`config.mk`:
```
export PLATFORM = sky130hd
export DESIGN_NAME = lif_spike_aer_encoder
export DESIGN_NICKNAME = d
export VERILOG_FILES = /design/src/rtl/lif_spike_aer_encoder.sv
export SDC_FILE = /design/constraint.sdc
export NUM_CORES = 1
export LEC_CHECK = 0
export CAP_MARGIN = 20
export CORE_MARGIN = 8
export CORE_UTILIZATION = 45
export CTS_BUF_LIST = sky130_fd_sc_hd__clkbuf_8
export CTS_CLUSTER_SIZE = 12
export DETAILED_ROUTE_END_ITERATION = 8
export GPL_TIMING_DRIVEN = 0
export PLACE_DENSITY = 0.71
export SYNTH_ARGS = -nofsm -noshare
export SYNTH_HDL_FRONTEND = slang
export SYNTH_SLANG_ARGS = --single-unit
```
`constraint.sdc`:
```
create_clock -name clk -period 5.3 [get_ports clk]
set_input_delay 0.53 -clock clk [delete_from_list [all_inputs] [get_ports clk]]
set_output_delay 0.53 -clock clk [all_outputs]
set_load 0.05 [all_outputs]
```
`src/rtl/lif_spike_aer_encoder.sv`:
```
// lif_spike_aer_encoder
// Collects per-neuron spike lines into a pending vector, priority-encodes the
// lowest pending neuron into an address-event word each cycle and queues it in
// a small circular FIFO drained over a valid/ready handshake. Spikes that land
// on a neuron already pending (and not being encoded this edge) are counted in
// a saturating drop counter.
// Optional feature: define LIF_AER_TIMESTAMP_EN to add a free-running
// timestamp counter whose value at the push edge is stored with each event.
module lif_spike_aer_encoder #(
    parameter int N_NEURONS  = 8,
    parameter int ADDR_W     = 3,
`ifdef LIF_AER_TIMESTAMP_EN
    parameter int TS_W       = 8,
`endif
    parameter int FIFO_DEPTH = 4
) (
    input  logic                 clk,
    input  logic                 rst_n,
    input  logic                 ena,
    input  logic [N_NEURONS-1:0] spike_in,
    output logic                 ev_valid,
    input  logic                 ev_ready,
    output logic [ADDR_W-1:0]    ev_addr,
`ifdef LIF_AER_TIMESTAMP_EN
    output logic [TS_W-1:0]      ev_ts,
`endif
    output logic                 fifo_full,
    output logic [7:0]           drop_cnt
);

    localparam int PTR_W = (FIFO_DEPTH > 1) ? $clog2(FIFO_DEPTH) : 1;
    localparam int OCC_W = PTR_W + 1;
    localparam int POP_W = $clog2(N_NEURONS + 1);
`ifdef LIF_AER_TIMESTAMP_EN
    localparam int ENTRY_W = ADDR_W + TS_W;
`else
    localparam int ENTRY_W = ADDR_W;
`endif

    // Number of set bits in a spike vector.
    function automatic logic [POP_W-1:0] count_ones(input logic [N_NEURONS-1:0] v);
        logic [POP_W-1:0] n;
        n = '0;
        for (int i = 0; i < N_NEURONS; i++) begin
            n = n + POP_W'(v[i]);
        end
        return n;
    endfunction

    // Add to an 8-bit counter, clamping at 255 instead of wrapping.
    function automatic logic [7:0] sat_add8(input logic [7:0] a, input logic [POP_W-1:0] b);
        logic [15:0] sum;
        sum = 16'(a) + 16'(b);
        return (sum > 16'd255) ? 8'hFF : sum[7:0];
    endfunction

    logic [N_NEURONS-1:0] pending_q, pending_d;
    logic [PTR_W-1:0]     rd_ptr_q, rd_ptr_d;
    logic [PTR_W-1:0]     wr_ptr_q, wr_ptr_d;
    logic [OCC_W-1:0]     occ_q, occ_d;
    logic [7:0]           drop_cnt_q, drop_cnt_d;
    logic [ENTRY_W-1:0]   mem_q [FIFO_DEPTH];
    logic [ENTRY_W-1:0]   entry_d;
    logic [ADDR_W-1:0]    enc_addr;
    logic [N_NEURONS-1:0] clr_mask;
    logic [N_NEURONS-1:0] drop_bits;
    logic                 push;
    logic                 pop;
    logic                 full;
`ifdef LIF_AER_TIMESTAMP_EN
    logic [TS_W-1:0]      ts_q, ts_d;
`endif

    // Encoder, pending update, drop accounting and FIFO pointer/occupancy next state.
    always_comb begin
        full      = (occ_q == OCC_W'(FIFO_DEPTH));
        pop       = (occ_q != '0) && ev_ready;
        // Scan downwards so the lowest-index pending neuron is the one selected.
        enc_addr  = '0;
        for (int i = N_NEURONS - 1; i >= 0; i--) begin
            if (pending_q[i]) begin
                enc_addr = ADDR_W'(i);
            end
        end
        // A pop on the same edge frees a slot, so a full FIFO can still accept.
        push      = ena && (pending_q != '0) && (!full || pop);
        clr_mask  = push ? (N_NEURONS'(1) << enc_addr) : '0;
        // A fresh spike on the neuron being cleared re-arms it and is not a drop.
        pending_d = ena ? ((pending_q & ~clr_mask) | spike_in) : pending_q;
        drop_bits = ena ? (spike_in & pending_q & ~clr_mask) : '0;
        drop_cnt_d = sat_add8(drop_cnt_q, count_ones(drop_bits));
        rd_ptr_d  = pop  ? rd_ptr_q + PTR_W'(1) : rd_ptr_q;
        wr_ptr_d  = push ? wr_ptr_q + PTR_W'(1) : wr_ptr_q;
        occ_d     = occ_q + OCC_W'(push) - OCC_W'(pop);
`ifdef LIF_AER_TIMESTAMP_EN
        ts_d      = ena ? ts_q + TS_W'(1) : ts_q;
        entry_d   = {ts_q, enc_addr};
`else
        entry_d   = enc_addr;
`endif
    end

    // Control state: pending spikes, FIFO pointers, occupancy, drop counter, timestamp.
    always_ff @(posedge clk or negedge rst_n) begin
        if (!rst_n) begin
            pending_q  <= '0;
            rd_ptr_q   <= '0;
            wr_ptr_q   <= '0;
            occ_q      <= '0;
            drop_cnt_q <= '0;
`ifdef LIF_AER_TIMESTAMP_EN
            ts_q       <= '0;
`endif
        end else begin
            pending_q  <= pending_d;
            rd_ptr_q   <= rd_ptr_d;
            wr_ptr_q   <= wr_ptr_d;
            occ_q      <= occ_d;
            drop_cnt_q <= drop_cnt_d;
`ifdef LIF_AER_TIMESTAMP_EN
            ts_q       <= ts_d;
`endif
        end
    end

    // Event storage; contents are only observed through a valid head slot.
    always_ff @(posedge clk) begin
        if (push) begin
            mem_q[wr_ptr_q] <= entry_d;
        end
    end

    // Head-of-queue outputs; the head is masked to zero while the FIFO is empty.
    always_comb begin
        ev_valid  = (occ_q != '0);
        fifo_full = full;
        drop_cnt  = drop_cnt_q;
        ev_addr   = ev_valid ? mem_q[rd_ptr_q][ADDR_W-1:0] : '0;
`ifdef LIF_AER_TIMESTAMP_EN
        ev_ts     = ev_valid ? mem_q[rd_ptr_q][ENTRY_W-1:ADDR_W] : '0;
`endif
    end

endmodule

```
Yosys cells after proc, flatten, opt, wreduce, memory -nomap -nowiden
Memories as Yosys holds them, arrays and structs flattened.
Index checks and enable logic that the tools add are counted.
W data, S select, Z words.
Storage, ports and cells
  RAM bits: 12
  register bits: 23
  word-level logic and storage cells: 47
  memories: 1
Cells by class
  reductions and logical operators: 7
  bitwise operators: 5
  order comparisons: 1
  muxes and demuxes: 14
  $add $sub $neg: 12
  equality and inequality tests: 1
  shift-type cells: 1
Memory list
  mem_q: depth 4, bits a word 3, rd ports 1, clocked after Yosys merged registers in 0, wr ports 1, RTL line 62  | logic [ENTRY_W-1:0] mem_q [FIFO_DEPTH];
Operators by type and width (number)
  $mux W3: 9
  $and A8 B8 Y8: 3
  $mux W8: 3
  $add A4 B1 Y4: 4
  $add A8 B4 Y9: 1
  $gt A9 B8 Y1 const B: 1
  $not A8 Y8: 1
  $or A8 B8 Y8: 1
  $reduce_bool A8 Y1: 1
  $shl A1 B3 Y8 const A: 1
  $add A2 B1 Y2 const B: 2
  $add A3 B1 Y4: 1
  $add A2 B1 Y3: 1
  $add A3 B1 Y3: 1
  $eq A3 B3 Y1 const B: 1
  $logic_and A1 B1 Y1: 3
  $reduce_bool A3 Y1: 1
  $sub A3 B1 Y3: 1
  $add A1 B1 Y2: 1
  $mux W1: 2
  $logic_not A1 Y1: 1
  $logic_or A1 B1 Y1: 1

Logic depth before layout (Yosys ltp)
Gate-level depths: netlist of run 1.
  word-level depth: 23
  depth in mapped cells: 16
  depth with buffers taken out: 16

Least setup slack after synthesis of run 1
Ideal clock, no wire load.
  path kind: input port to flip-flop
  start: input ev_ready
  end: register drop_cnt_q[5] (netlist: drop_cnt[5])
  stages: 15
  data arrival time: 4241 ps
  path buffers: 0
  path slack: 940 ps
  required time: 5181 ps
  setup time: 119 ps
  cell sequence: or4b_1 > nand3_1 > and4_1 > fa_1 > inv_1 > fa_1 > inv_1 > fa_1 > fa_1 > inv_1 > fa_1 > nor2b_1 > o311ai_1 > nand3_1 > o21a_1
On the way
  longest elaborated chain between the ends: 17
Ends and longest elaborated chain
  start: declaration: RTL line 22  | input logic ev_ready,
  $logic_and A1 B1 Y1 *: RTL line 77  | pop = (occ_q != '0) && ev_ready;
  $logic_or A1 B1 Y1 *: RTL line 86  | push = ena && (pending_q != '0) && (!full || pop);
  $logic_and A1 B1 Y1 *: RTL line 86
  $mux W8 *: RTL line 87  | clr_mask = push ? (N_NEURONS'(1) << enc_addr) : '0;
  $not A8 Y8 *: RTL line 90  | drop_bits = ena ? (spike_in & pending_q & ~clr_mask) : '0;
  $and A8 B8 Y8 *: RTL line 90
  $mux W8 *: RTL line 90
  $add A1 B1 Y2: RTL line 45  | n = n + POP_W'(v[i]);
  $add A2 B1 Y3: RTL line 45
  $add A3 B1 Y4: RTL line 45
  $add A4 B1 Y4 (3 in a row): RTL line 45
  $add A4 B1 Y4 *: RTL line 45
  $add A8 B4 Y9 *: RTL line 53  | sum = 16'(a) + 16'(b);
  $gt A9 B8 Y1: RTL line 54  | return (sum > 16'd255) ? 8'hFF : sum[7:0];
  $mux W8 *: RTL line 54
  via drop_cnt_d[5]: RTL line 61  | logic [7:0] drop_cnt_q, drop_cnt_d;
  end signal: assignment: RTL line 119  | drop_cnt_q <= drop_cnt_d;
  end: declaration: RTL line 61
Mark *: on every way through the listed nets, which the timed path passes. The rest lies on a longest branch.
A chain may end at the register's enable or synchronous reset.

Worst setup path after layout of run 1
Same ends and word-level chain as after synthesis.

==> results of run 1 <==
## flip-flops by register name, summed over array words and instances, names as in the netlist
signal,count
drop_cnt,8
pending_q,8
rd_ptr_q,2
mem_q,12
occ_q,3
wr_ptr_q,2
## cells in the final DEF, fill, tap and decap left out, types with 2 or more instances in the layout
master           instances
clkdlybuf4s50_1         24
dfrtp_1                 23
inv_1                   14
nand2_1                 13
edfxtp_1                12
ha_1                    11
and2_1                   9
nand3_1                  8
a21oi_1                  7
nor2_1                   7
xnor2_1                  6
fa_1                     6
clkbuf_8                 5
o21ai_0                  4
clkbuf_1                 3
o31a_1                   3
mux4_2                   3
nor2b_1                  3
o21a_1                   3
nor3b_1                  2
nor2_2                   2
or3_1                    2
nor3_1                   2
o211ai_1                 2
a31oi_1                  2
or2_2                    2
a22o_1                   2
## area by class of cell
cell class,instances,area [sq um]
flip-flops and latches,35,936
plain buffers,3,11.3
repair buffers,25,255
multi-input cells,118,965
clock buffers,5,68.8
well taps,52,65.1
inverters,14,52.6
fillers,350,1870
clock inverters,3,38.8
## metal layers
| metal | vias to the layer above | global-route usage, % | routed length (um) |
|---|---|---|---|
| met3 | 7 | 4.60 | 264 |
| li1 | 670 | - | - |
| met2 | 36 | 20.4 | 1850 |
| met1 | 684 | 14.9 | 1740 |
| met5 | - | 0 | 0 |
| met4 | 0 | 5.09 | 52 |
## worst paths after layout
kind | endpoint | depth (start not counted)
hold reg to reg | occ_q[2] | 1
hold / removal | occ_q[2] | 1
setup / recovery | drop_cnt[5] | 16
max in group asynchronous | pending_q[4] | 2
min in group asynchronous | drop_cnt[3] | 1
setup reg to reg | drop_cnt[5] | 15
## per-stage QoR
step | total power (uW) | instance area (sq um)
after global placement | 1160 | 2260
final | 1440 | 2390
after floorplan | 982 | 1960
after detailed placement | 1200 | 2260
after global routing | 1530 | 2390
after CTS | 1440 | 2370
## critical path, cell delays in order
cell and delay [ns]:
clkdlybuf4s50_1 0.44, or4b_1 0.59, nand3_1 0.21, and4_1 0.25, fa_1 0.42, inv_1 0.09, fa_1 0.38, inv_1 0.09
fa_1 0.42, fa_1 0.45, inv_1 0.09, fa_1 0.19, nor2b_1 0.09, o311ai_2 0.46, nand3_1 0.14, o21a_1 0.12
## kinds of logic (layout without fill, tap and decap cells)
group / count (synthesis) / in the layout
AND/OR/NAND/NOR: 61 / 61
flip-flops: 35 / 35
adder cells (fa/ha/maj): 17 / 17
AO/OA/AOI/OAI: 29 / 29
buffers and inverters: 17 / 50
XOR/XNOR: 6 / 6
multiplexers: 5 / 5
## power by group through the flow
stage	clock (uW)	combinational [uW]	sequential (uW)
after floorplan	0	436	546
after global placement	0	717	447
after detailed placement	0	742	456
after CTS	241	752	452
after global routing	252	819	463
final	235	749	452
==> flow_summary.ini, run 1 <==
[outcome]
status = completed

[placed_design]
placed_cells = 246
dp_hpwl_mm = 2.93
pre_cts_ws_ns = -0.000443
io_buffers = 24
routabilityCongestion = 0.769

[timing]
rsz0062_at_grt = no
setup_violations = 0
fin_crit_ns = 4.78
fin_skew_ns = 0.00688
period_share_pct = 90.2
slew_violations = 0
hold_slack_ns = 0.519
setup_slack_ns = 0.520
setup-tns-final_ns = 0
fmax_mhz = 209
hold_viol_final = 0
worstMarginPinSlew_ns = 0.876
relSlewSlack_pct = 41.0

[power]
power.density_nw_per_um2 = 600
leakagePower_uw = 0.000974
peakVddDrop_uv = 425
p_clk_share_pct = 16.4
p_int_uw = 820
seqPwrFrac_pct = 31.5
swShare_pct = 42.9
switchingPower_uw = 617
pwr-share-comb_pct = 52.2

[yosys]
ys_ff_latch = 35
syn_area_sq_um = 1960
postSynth.asyncResetShare_pct = 65.7
synth_common_cells = dfrtp_1 (23), inv_1 (14), nand2_1 (13)
ys.flop_type = dfrtp_1
synth_compound_area_share_pct = 10.7
synth-xor-area-share_pct = 2.69
synth_edf_count = 12
synth_simple_gate_area_share_pct = 17.6
yosysSeqAreaShare_pct = 47.8
syn_area_per_cell_sq_um = 11.5
netlist_top_cells_area = dfrtp_1 (29%), edfxtp_1 (18%), ha_1 (7.0%)
synth_top_family_by_area = simple AND/OR/NAND/NOR gates
synth_fa_ha_area_share_pct = 13.2
syn_nets = 199
synth_mux_area_share_pct = 4.73
syn_inst = 170
synth_warnings = 0
yosysUniqueCellTypes = 44
yosysTopAreaCellShare_pct = 29.4
synth_top_area_cell = dfrtp_1
post-synth-top-count-cell = dfrtp_1

[cells_and_area]
final_cells = 255
nets = 231
area_delta_synth_final_pct = 22.3
fin_util_pct = 56.1
drive_gt1_share_pct = 10.8
n_antenna_cell = 0

[routing]
drtPass1Iterations = 4
wl_per_cell_um = 15.3
drc_errors = 0
drt_wl_total_mm = 3.90
drt_iter0_drc = 107
vias_per_cell = 5.48
vias = 1397
final_antenna_net_count = 0

[clocking]
postCtsHoldBufs = 0
clkLatencyLatePin_ns = 0.29
clockRootBuffer = clkbuf_8
tritoncts = done
clk_pin_slew_worst_paths_ns = 0.07
cts_max_path_buffers = 2
cts.htree.levels = 2
post_cts_buffers = 0
clkSinkCount = 35
cts_resized = 0
cts_buffers = 5

[die]
die_x_um = 81.9
rows = 24
io_pins = 25
core_area_sq_um = 4260
die-area_sq_um = 6710
die_y_um = 81.9
initial_core_util_pct = 45.9

[worst_setup_path]
critPathKind = primary input to register
worstPathArrival_ns = 4.96
critPathCaptureType = register
timing.rr.start = occ_q[1]
start_kind = primary input
worst_ep_required_time_ns = 5.48
critPathMaxFanout = 6
r2r_slack_ns = 0.80
cp-startpoint = ev_ready

[global_route]
track_usage_pct = 12.6
grt_overflow = 0
antenna_found_initial = 0
grt_pass1_vias = 1493
grt_max_degree = 24
grt_pass1_wl_mm = 6.55

[flow_run]
max-cap-violations = 0

[min_path]
hold_path.class = register to register
holdCritStartpoint = occ_q[2]
Note: power is estimated with default switching activity, not from simulation.
==> run 2: changes to the inputs <==
Settings changed: CTS_CLUSTER_DIAMETER from default to 200.
==> results of run 2 <==
The final DEF is identical to that of run 1; final timing and power are the same.
==> run 3: changes to the inputs <==
Settings changed: CAP_MARGIN 20 to 0, RECOVER_POWER from default to 50.
==> flow_summary.ini, run 3 (same netlist as run 1, synthesis figures left out) <==
[timing]
hold_viol_final = 0
fmax_mhz = 208
period_share_pct = 90.5
fin_crit_ns = 4.80
hold_slack_ns = 0.516
setup_violations = 0
fin_skew_ns = 0.00711
worstMarginPinSlew_ns = 1.09
rsz0062_at_grt = no
slew_violations = 0
setup_slack_ns = 0.501
relSlewSlack_pct = 27.0

[die]
rows = 24
die_x_um = 81.9
io_pins = 25
core_area_sq_um = 4260
initial_core_util_pct = 45.9
die-area_sq_um = 6710
die_y_um = 81.9

[worst_setup_path]
r2r_slack_ns = 0.78
timing.rr.start = occ_q[1]
critPathKind = primary input to register
critPathMaxFanout = 6
worstPathArrival_ns = 4.98
r2r_cells = 16
start_kind = primary input
worst_ep_required_time_ns = 5.48
critPathCaptureType = register
r2r-end = drop_cnt[5]

[min_path]
hold_path.class = register to register
whs_endpoint = occ_q[2]
whs_path_depth = 1
holdCritStartpoint = occ_q[2]

[clocking]
clkLatencyLatePin_ns = 0.29
post_cts_buffers = 0
clkSinkCount = 35
cts_max_path_buffers = 2
clk_pin_slew_worst_paths_ns = 0.07
clockRootBuffer = clkbuf_8
cts.htree.levels = 2
cts_resized = 0
tritoncts = done
cts_buffers = 5
postCtsHoldBufs = 0

[routing]
vias_per_cell = 5.49
drc_errors = 0
drt_wl_total_mm = 3.92
drtPass1Iterations = 7
wl_per_cell_um = 15.4
vias = 1395
drt_iter0_drc = 118
final_antenna_net_count = 0

[power]
peakVddDrop_uv = 426
power.density_nw_per_um2 = 606
leakagePower_uw = 0.000965

[outcome]
status = completed

[global_route]
grt_pass1_vias = 1493
antenna_found_initial = 0
track_usage_pct = 12.6
grt_overflow = 0
grt_max_degree = 24
grt_pass1_wl_mm = 6.55

[placed_design]
dp_hpwl_mm = 2.93
placed_cells = 246
pre_cts_ws_ns = -0.000443
io_buffers = 24
routabilityCongestion = 0.769
placed_cell_area_sq_um = 2260

[cells_and_area]
fill_cells = 355
area_delta_synth_final_pct = 21.2
largest_register_ffs = 12
largest_register = mem_q
final_cells = 254
fin_area_sq_um = 2370
final_cell_mix = dfrtp_1 (23), clkdlybuf4s50_1 (23), nand2_1 (14), inv_1 (14), edfxtp_1 (12)
nets = 230
n_antenna_cell = 0
drive_gt1_share_pct = 9.41

[flow_run]
max-cap-violations = 0
run 3: routing by layer:
layer | GRT usage [%] | share of wire, % | vias up
met3 | 4.60 | 6.6 | 7
li1 | - | - | 668
met4 | 5.09 | 1.3 | 0
met2 | 20.4 | 47 | 36
met5 | 0 | 0 | -
met1 | 14.9 | 45 | 684
run 3: report_power, final:
part	internal, uW	switching (uW)
logic	304	442
clock network	138	99.6
registers	376	76.8
total	818	618
run 3: per-stage QoR:
step                      setup TNS (ns)  utilization [%]  power, uW
after floorplan                        0                -        982
after global placement                 0             53.1       1160
after detailed placement       -0.000443             53.1       1200
after CTS                              0             55.6       1440
after global routing                   0             55.6       1530
final                                  0             55.6       1440
run 3: cell type report:
type	instances	area, sq um	area share, %
inverter	14	52.6	2.22
tap	52	65.1	2.74
buffer	3	11.3	0.475
clock buffer	5	68.8	2.90
timing repair buffer	24	240	10.1
clock inverter	3	38.8	1.64
sequential	35	936	39.5
multi-input combinational	118	958	40.4
run 3: worst max-delay path by stage:
stage                     startpoint           to  slack, ns  depth (start not counted)
after floorplan             ev_ready  drop_cnt[5]       0.94                         15
after global placement      ev_ready  drop_cnt[5]       0.11                         16
after detailed placement    ev_ready  drop_cnt[5]    -0.0004                         16
after CTS                   ev_ready  drop_cnt[4]       0.27                         15
after global routing        ev_ready  drop_cnt[5]       0.19                         17
final                       ev_ready  drop_cnt[5]       0.50                         17
run 3: critical path, cell delays in order:
cell,delay [ns]
clkdlybuf4s50_1,0.44
or4b_1,0.57
nand2_1,0.21
nand2_1,0.10
nor2_1,0.16
fa_1,0.44
inv_1,0.09
fa_1,0.38
inv_1,0.09
fa_1,0.42
fa_1,0.45
inv_1,0.09
fa_1,0.19
nor2b_1,0.09
o311ai_2,0.45
nand3_1,0.13
o21a_1,0.12
